==> config.mk <==
export PLATFORM = sky130hd
export DESIGN_NAME = alu_sched
export DESIGN_NICKNAME = d
export VERILOG_FILES = /design/src/rtl/alu_pkg.sv /design/src/rtl/alu_sched_arb.sv /design/src/rtl/alu_sched.sv
export SDC_FILE = /design/constraint.sdc
export NUM_CORES = 1
export LEC_CHECK = 0
export ABC_AREA = 1
export CORE_AREA = 4 4 161 163
export DETAILED_ROUTE_END_ITERATION = 10
export DIE_AREA = 0 0 165 167
export GPL_ROUTABILITY_DRIVEN = 1
export PLACE_DENSITY = 0.67
export SYNTH_ARGS = -nofsm -noshare
export SYNTH_HDL_FRONTEND = slang
export SYNTH_HIERARCHICAL = 1
export SYNTH_SLANG_ARGS = --single-unit
==> constraint.sdc <==
create_clock -name clk -period 1.4 [get_ports clk]
set_input_delay 0.42 -clock clk [delete_from_list [all_inputs] [get_ports clk]]
set_output_delay 0.42 -clock clk [all_outputs]
set_load 0.005 [all_outputs]
==> src/rtl/alu_pkg.sv <==
// rtl/alu_pkg.sv - shared opcode bit indices, scheduler states and default latencies
package alu_pkg;

  localparam int ALU_SIG_W = 15;

  localparam int SIG_ADD  = 0;
  localparam int SIG_SUB  = 1;
  localparam int SIG_MUL  = 2;
  localparam int SIG_DIV  = 3;
  localparam int SIG_MOD  = 4;
  localparam int SIG_CMP  = 5;
  localparam int SIG_AND  = 6;
  localparam int SIG_OR   = 7;
  localparam int SIG_NOT  = 8;
  localparam int SIG_MOV  = 9;
  localparam int SIG_LSL  = 10;
  localparam int SIG_LSR  = 11;
  localparam int SIG_ASR  = 12;
  localparam int SIG_LDST = 13;

  localparam int DEF_MUL_LAT = 2;
  localparam int DEF_DIV_LAT = 4;

  typedef enum logic [1:0] {
    IDLE = 2'd0,
    EXEC = 2'd1,
    RESP = 2'd2
  } state_t;

  // Divider latency wins over multiplier when both bits are set.
  function automatic logic [3:0] op_latency(input logic is_mul, input logic is_div,
                                            input logic is_mod, input logic [3:0] mul_lat,
                                            input logic [3:0] div_lat);
    if (is_div || is_mod) return div_lat;
    if (is_mul) return mul_lat;
    return 4'd1;
  endfunction

endpackage

==> src/rtl/alu_sched_arb.sv <==
// rtl/alu_sched_arb.sv - 2-way round-robin arbiter for the shared ALU
module alu_sched_arb (
  input  logic [1:0] valid,
  input  logic       last_grant,
  output logic       grant_id,
  output logic       grant_valid
);

  assign grant_valid = |valid;
  assign grant_id    = (&valid) ? ~last_grant : valid[1];

endmodule

==> src/rtl/alu_sched.sv <==
// rtl/alu_sched.sv - two-requester scheduler in front of one multi-cycle ALU
// Optional macro ALU_SCHED_ONEHOT_CHECK_EN: reject non-one-hot opcodes with rsp_err.
module alu_sched
  import alu_pkg::*;
#(
  parameter int MUL_LAT = DEF_MUL_LAT,
  parameter int DIV_LAT = DEF_DIV_LAT
) (
  input  logic        clk,
  input  logic        rst_n,
  input  logic        req0_valid,
  output logic        req0_ready,
  input  logic [31:0] req0_op1,
  input  logic [31:0] req0_op2,
  input  logic [31:0] req0_immx,
  input  logic        req0_isImmediate,
  input  logic [14:0] req0_aluSignals,
  input  logic        req1_valid,
  output logic        req1_ready,
  input  logic [31:0] req1_op1,
  input  logic [31:0] req1_op2,
  input  logic [31:0] req1_immx,
  input  logic        req1_isImmediate,
  input  logic [14:0] req1_aluSignals,
  output logic [31:0] alu_op1,
  output logic [31:0] alu_op2,
  output logic [31:0] alu_immx,
  output logic        alu_isImmediate,
  output logic [14:0] alu_aluSignals,
  input  logic [31:0] alu_result,
  input  logic [1:0]  alu_flag,
  output logic        rsp_valid,
  input  logic        rsp_ready,
  output logic        rsp_id,
  output logic [31:0] rsp_result,
  output logic [1:0]  rsp_flag,
  output logic        rsp_err
);

  state_t      state_q, state_d;
  logic [3:0]  cnt_q;
  logic        last_grant_q;
  logic [31:0] op1_q, op2_q, immx_q;
  logic        isimm_q;
  logic [14:0] sig_q;
  logic        rsp_id_q;
  logic [31:0] rsp_result_q;
  logic [1:0]  rsp_flag_q;

  logic        grant_id, grant_valid, accept;
  logic [31:0] g_op1, g_op2, g_immx;
  logic        g_isimm;
  logic [14:0] g_sig;
  logic [3:0]  g_lat;

  alu_sched_arb u_arb (
    .valid       ({req1_valid, req0_valid}),
    .last_grant  (last_grant_q),
    .grant_id    (grant_id),
    .grant_valid (grant_valid)
  );

  assign g_op1   = grant_id ? req1_op1 : req0_op1;
  assign g_op2   = grant_id ? req1_op2 : req0_op2;
  assign g_immx  = grant_id ? req1_immx : req0_immx;
  assign g_isimm = grant_id ? req1_isImmediate : req0_isImmediate;
  assign g_sig   = grant_id ? req1_aluSignals : req0_aluSignals;
  assign g_lat   = op_latency(g_sig[SIG_MUL], g_sig[SIG_DIV], g_sig[SIG_MOD],
                              4'(MUL_LAT), 4'(DIV_LAT));
  assign accept  = (state_q == IDLE) && grant_valid;

`ifdef ALU_SCHED_ONEHOT_CHECK_EN
  logic bad_sig;
  logic rsp_err_q;
  assign bad_sig = ~((g_sig != '0) && ((g_sig & (g_sig - 15'd1)) == '0));
  assign rsp_err = rsp_err_q;
`else
  assign rsp_err = 1'b0;
`endif

  always_comb begin
    state_d = state_q;
    case (state_q)
      IDLE: begin
        if (grant_valid) begin
`ifdef ALU_SCHED_ONEHOT_CHECK_EN
          state_d = bad_sig ? RESP : EXEC;
`else
          state_d = EXEC;
`endif
        end
      end
      EXEC:    if (cnt_q == 4'd1) state_d = RESP;
      RESP:    if (rsp_ready) state_d = IDLE;
      default: state_d = IDLE;
    endcase
  end

  always_ff @(posedge clk or negedge rst_n) begin
    if (!rst_n) begin
      state_q      <= IDLE;
      cnt_q        <= '0;
      last_grant_q <= 1'b1;
      op1_q        <= '0;
      op2_q        <= '0;
      immx_q       <= '0;
      isimm_q      <= 1'b0;
      sig_q        <= '0;
      rsp_id_q     <= 1'b0;
      rsp_result_q <= '0;
      rsp_flag_q   <= '0;
`ifdef ALU_SCHED_ONEHOT_CHECK_EN
      rsp_err_q    <= 1'b0;
`endif
    end else begin
      state_q <= state_d;
      if (accept) begin
        op1_q        <= g_op1;
        op2_q        <= g_op2;
        immx_q       <= g_immx;
        isimm_q      <= g_isimm;
        sig_q        <= g_sig;
        cnt_q        <= g_lat;
        last_grant_q <= grant_id;
        rsp_id_q     <= grant_id;
`ifdef ALU_SCHED_ONEHOT_CHECK_EN
        rsp_err_q    <= bad_sig;
        if (bad_sig) begin
          cnt_q        <= '0;
          rsp_result_q <= '0;
          rsp_flag_q   <= '0;
        end
`endif
      end else if (state_q == EXEC) begin
        cnt_q <= cnt_q - 4'd1;
        // Result is sampled on the final execute edge, then held through RESP.
        if (cnt_q == 4'd1) begin
          rsp_result_q <= alu_result;
          rsp_flag_q   <= alu_flag;
        end
      end
    end
  end

  assign req0_ready      = (state_q == IDLE);
  assign req1_ready      = (state_q == IDLE);
  assign alu_op1         = op1_q;
  assign alu_op2         = op2_q;
  assign alu_immx        = immx_q;
  assign alu_isImmediate = isimm_q;
  assign alu_aluSignals  = (state_q == EXEC) ? sig_q : '0;
  assign rsp_valid       = (state_q == RESP);
  assign rsp_id          = rsp_id_q;
  assign rsp_result      = rsp_result_q;
  assign rsp_flag        = rsp_flag_q;

endmodule

# Yosys cells after proc, flatten, opt, wreduce, memory -nomap -nowiden
# Cells that the tools add are included.
[word_totals]
n_memories = 0
ff_bits = 154
elab_cells = 48
mem_bits_ro = 0
input_bits = 263
latchBits = 0
ram_bits = 0
[classes]
div_mod_pow = 0
mul = 0
n_reduce_logical = 8
magnitude_cmp = 0
eq_ne = 6
bitwise_logic = 2
shifts = 0
add_sub_neg = 1
muxes = 20
[ops]
columns = ["cell", "n"]
rows = [
  ["$mux W32", 3],
  ["$mux W15", 2],
  ["$mux W4", 6],
  ["$mux W2", 3],
  ["$pmux W2 S3", 1],
  ["$reduce_and A3 Y1", 2],
  ["$mux W1", 5],
  ["$eq A4 B1 Y1 const B", 1],
  ["$ne A2 B1 Y1 const B", 2],
  ["$sub A4 B1 Y4 const B", 1],
  ["$eq A2 B1 Y1 const B", 1],
  ["$eq A2 B2 Y1 const B", 1],
  ["$logic_not A2 Y1", 1],
  ["$ne A2 B2 Y1 const B", 1],
  ["$not A1 Y1", 2],
  ["$reduce_and A2 Y1", 1],
  ["$reduce_bool A2 Y1", 1],
  ["$reduce_or A2 Y1", 1],
  ["$logic_and A1 B1 Y1", 1],
  ["$logic_or A1 B1 Y1", 1],
]

# Longest topological paths before layout
[logic_depth]
depth_word = 9
depth_mapped = 11
mapped_depth_nobuf = 9

# Cells and area by module
# Netlist, hierarchy kept.
[modules_own_cells]
columns = ["mod", "seq_area_each_um2", "n_inst", "area_each_um2", "cells_per_inst"]
rows = [
  ["alu_sched", 3854.9, 1, 7063.0, 860],
  ["alu_sched_arb", 0.0, 1, 15.0, 3],
]

# Worst setup path before layout
# Ideal clock, no wire load.
[synth_timing]
kind = "register -> output"
startpoint = "reg state_q[1]"
endpoint = "out alu_aluSignals[10]"
slack_ns = -0.038
required_ns = 0.980
path_stages_with_launch = 5
arrival_time_ns = 1.018
cell_sequence = "dfrtp_1 > nor2_4 > clkinv_1 > buf_2 > nor2_1"
[synth_via]
elab_chain_len = 2
[synth_rtl]
columns = ["item", "line", "rtl"]
rows = [
  ["from (decl)", "alu_sched.sv:40", "state_t state_q, state_d;"],
  ["from (signal assigned)", "alu_sched.sv:116", "state_q <= state_d;"],
  ["$eq A2 B1 Y1", "alu_sched.sv:151", "assign alu_aluSignals = (state_q == EXEC) ? sig_q : '0;"],
  ["$mux W15", "alu_sched.sv:151", ""],
  ["to (decl)", "alu_sched.sv:29", "output logic [14:0] alu_aluSignals,"],
]
# Every way passes these cells.

# Worst setup path after layout
[layout_timing]
startpoint = "reg state_q[1]"
endpoint = "out alu_aluSignals[14]"
# Same word-level chain as after synthesis.

==> impl_metrics.py <==
metrics = {
    "worst_setup_path": {
        "worstSetupPathType": "flip-flop to primary output",
        "reg2reg_slack_ns": -0.43,
        "reg2reg_depth": 11,
        "crit_start": "state_q[1]",
        "r2r-start": "state_q[1]",
        "crit_arrival_ns": 1.45,
        "cp.required_ns": 0.98,
        "r2r-end": "alu_immx[28]",
        "end_kind": "primary output",
        "cp-start-kind": "flip-flop",
        "path_max_fanout": 5,
    },
    "timing": {
        "drv_slew": 0,
        "max_freq_mhz": 535,
        "postLayoutSetupSlackWorst_ns": -0.470,
        "fin_crit_ns": 1.87,
        "hold_violations": 0,
        "skew_ns": 0.0144,
        "fin_crit_sh_pct": 134,
        "setup_tns_ns": -49.44,
        "rsz0062_at_grt": "true",
        "setup_viol": 139,
    },
    "grt": {
        "met3_usage_pct": 6.01,
        "grt_usage_pct": 20.1,
        "antenna_found_initial": 1,
        "grt-ovfl-total": 0,
        "grt_pass1_vias": 7702,
        "grt_start_max_net_pins": 56,
        "grt_first_pass_wirelength_um": 43000,
        "met1_usage_pct": 22.8,
        "grtUsageMet2_pct": 34.9,
        "grt.busiest_layer": "met2",
    },
    "flow_run": {
        "drv_cap": 0,
    },
    "logic_synthesis": {
        "netlist_area_um2": 7080,
        "yosys.cell_types.count": 28,
        "yosys.area.top_type": "dfrtp_1",
        "ys_seq_elements": 154,
        "synth-simple-area-share_pct": 23.1,
        "synthXorXnorAreaFrac_pct": 0.124,
        "avgSynthCellArea_um2": 8.20,
        "synth_area_leaders": "dfrtp_1 54%, nand2_1 15%, a31oi_1 9.7%, nor2_1 6.9%, inv_1 3.3%",
        "synthMuxAreaShare_pct": 0,
        "synth_nets": 1128,
        "synth-adder-area-share_pct": 0.354,
        "synth_cells": 863,
        "synth_top_family_by_area": "simple AND/OR/NAND/NOR gates",
        "synth_compound_area_share_pct": 13.1,
        "synth_seq_area_share_pct": 54.5,
        "yosysWarnings": 6,
        "synth_top_area_share_pct": 54.1,
    },
    "routing": {
        "via_per_inst": 4.55,
        "antenna_left": 0,
        "drtIter0Drc": 469,
        "dr_total_vias": 7867,
        "drt-wirelength-per-cell_um": 16.9,
        "first_pass_iters": 5,
        "drc": 0,
        "wl_um": 29300,
    },
    "cts": {
        "cts_tree": "built",
        "path_clk_slew_ns": 0.07,
        "clkSinkCount": 154,
        "clockBufferDepth": 2,
        "worstSkewPairLatency_ns": 0.42,
        "cts-buffers-inserted": 17,
        "cts_root_buf": "clkbuf_16",
        "h-tree-depth": 4,
    },
    "final_layout": {
        "area_delta_synth_final_pct": 89.3,
        "layout-drive-gt1-share_pct": 27.3,
        "layout.nets": 1656,
        "finalNonFillerCells": 1729,
        "fillCellCount": 2217,
        "utilization_pct": 55.1,
    },
    "outcome": {
        "status": "finished with violations",
        "failed_checks": "setup timing",
    },
    "placement": {
        "gp_routability_congestion": 0.834,
        "io_buffer_count": 412,
        "dp_slack_ns": -0.618,
        "dp_cells": 1594,
        "dp_hpwl_um": 19800,
    },
    "pwr": {
        "power.density_nw_per_um2": 1970,
        "ir_drop_mv": 0.743,
        "p_leak_nw": 6.28,
        "power_mw": 26.4,
    },
    "floorplan": {
        "fp.dieW_um": 165,
        "boundaryPins": 414,
        "row_count": 57,
        "dieArea_um2": 27600,
        "core_um2": 24300,
        "initial_core_util_pct": 29.1,
        "die_y_um": 167,
    },
    "worst_hold_path": {
        "hold_path_class": "primary input to asynchronous set/reset pin",
    },
}
-- flip-flops by register name, indices dropped and copies added (netlist names) --
name,cells
cnt_q,4
last_grant_q,1
alu_isImmediate,1
alu_immx,32
rsp_id,1
sig_q,15
rsp_result,32
alu_op2,32
rsp_flag,2
state_q,2
alu_op1,32
-- worst max-delay path, stage by stage (launching register included) --
cell and delay, ns:
dfrtp_1 0.41, nor2_4 0.15, clkinv_4 0.10, buf_6 0.14, nor2_2 0.08, buf_2 0.14
-- metrics by stage --
stage	instance area, um^2	hold slack [ns]
after floorplan	7080	0.124
after global placement	11900	0.318
after detailed placement	11900	0.318
after CTS	13000	0.423
after global routing	13400	0.458
final	13400	0.436
-- how the worst max path moves through the flow --
stage	cells past startpoint	to	slack, ns
floorplan	7	alu_op1[8]	-0.003
global placement	8	alu_op2[15]	-0.56
detailed placement	8	alu_immx[4]	-0.62
CTS	6	alu_aluSignals[10]	-0.50
global route	6	alu_aluSignals[1]	-0.54
finish	5	alu_aluSignals[14]	-0.47
-- cell usage in the layout (no fill, tap or decap), types with 11 or more instances in the layout --
master	synthesis	layout
buf_8	0	15
dfrtp_1	153	153
nor2_4	2	13
o21ai_0	27	23
buf_6	9	22
a31oi_1	110	101
clkdlybuf4s50_1	0	260
buf_4	17	76
clkbuf_16	0	20
buf_2	18	146
inv_1	62	61
buf_16	0	11
nor2_1	131	118
nand2_1	290	283
buf_12	0	27
-- Yosys cell counts --
cell type / count
nand2_1: 290
dfrtp_1: 153
nor2_1: 131
a31oi_1: 110
inv_1: 62
o21ai_0: 27
buf_2: 18
buf_4: 17
clkbuf_1: 15
buf_6: 9
o21ai_1: 5
o21ai_2: 5
a21oi_1: 3
ha_1: 2
inv_2: 2
nor2_4: 2
a21boi_0: 1
clkinv_1: 1
conb_1: 1
dfstp_2: 1
nand2_2: 1
nand3_1: 1
nand3_2: 1
nand4_1: 1
o21a_1: 1
o31ai_1: 1
or2_1: 1
xor2_1: 1
-- layer usage --
layer	wire length (um)	vias up
met2	14700	332
met4	1070	0
li1	-	3830
met5	0	-
met1	11200	3639
met3	2320	66
-- area by class of cell --
cell class              instances  area, um^2  area share, %
clock inverters                12         104          0.775
inverters                      65         267           1.99
flip-flops and latches        154        3850           28.8
repair buffers                568        5510           41.1
well taps                     324         405           3.02
clock buffers                  20         457           3.41
multi-input cells             585        2800           20.9
diodes                          1        2.50         0.0187
-- cells by family (layout without fill, tap and decap cells) --
logic type,count (synthesis),in the layout
other cells,1,2
buf+inv,124,665
simple gates,428,428
fa+ha+maj,2,2
flops,154,154
xor+xnor,1,1
compound gates,153,153
-- timing repair --
action                                  4_1_cts  5_1_grt
setup buffers                                55       31
resized for setup                           693       38
hold buffers                                  1        0
cloned                                       19        3
endpoints found under the setup margin      265      206
hold endpoints to repair                     16        0
pin swaps                                     8        5
-- where the power goes --
group	internal (mW)	switching [mW]	leakage, nW
Combinational	7.81	6.15	4.27
Clock	2.42	2.03	0.261
Sequential	6.72	1.24	1.75
(Power assumes the default switching activity.)
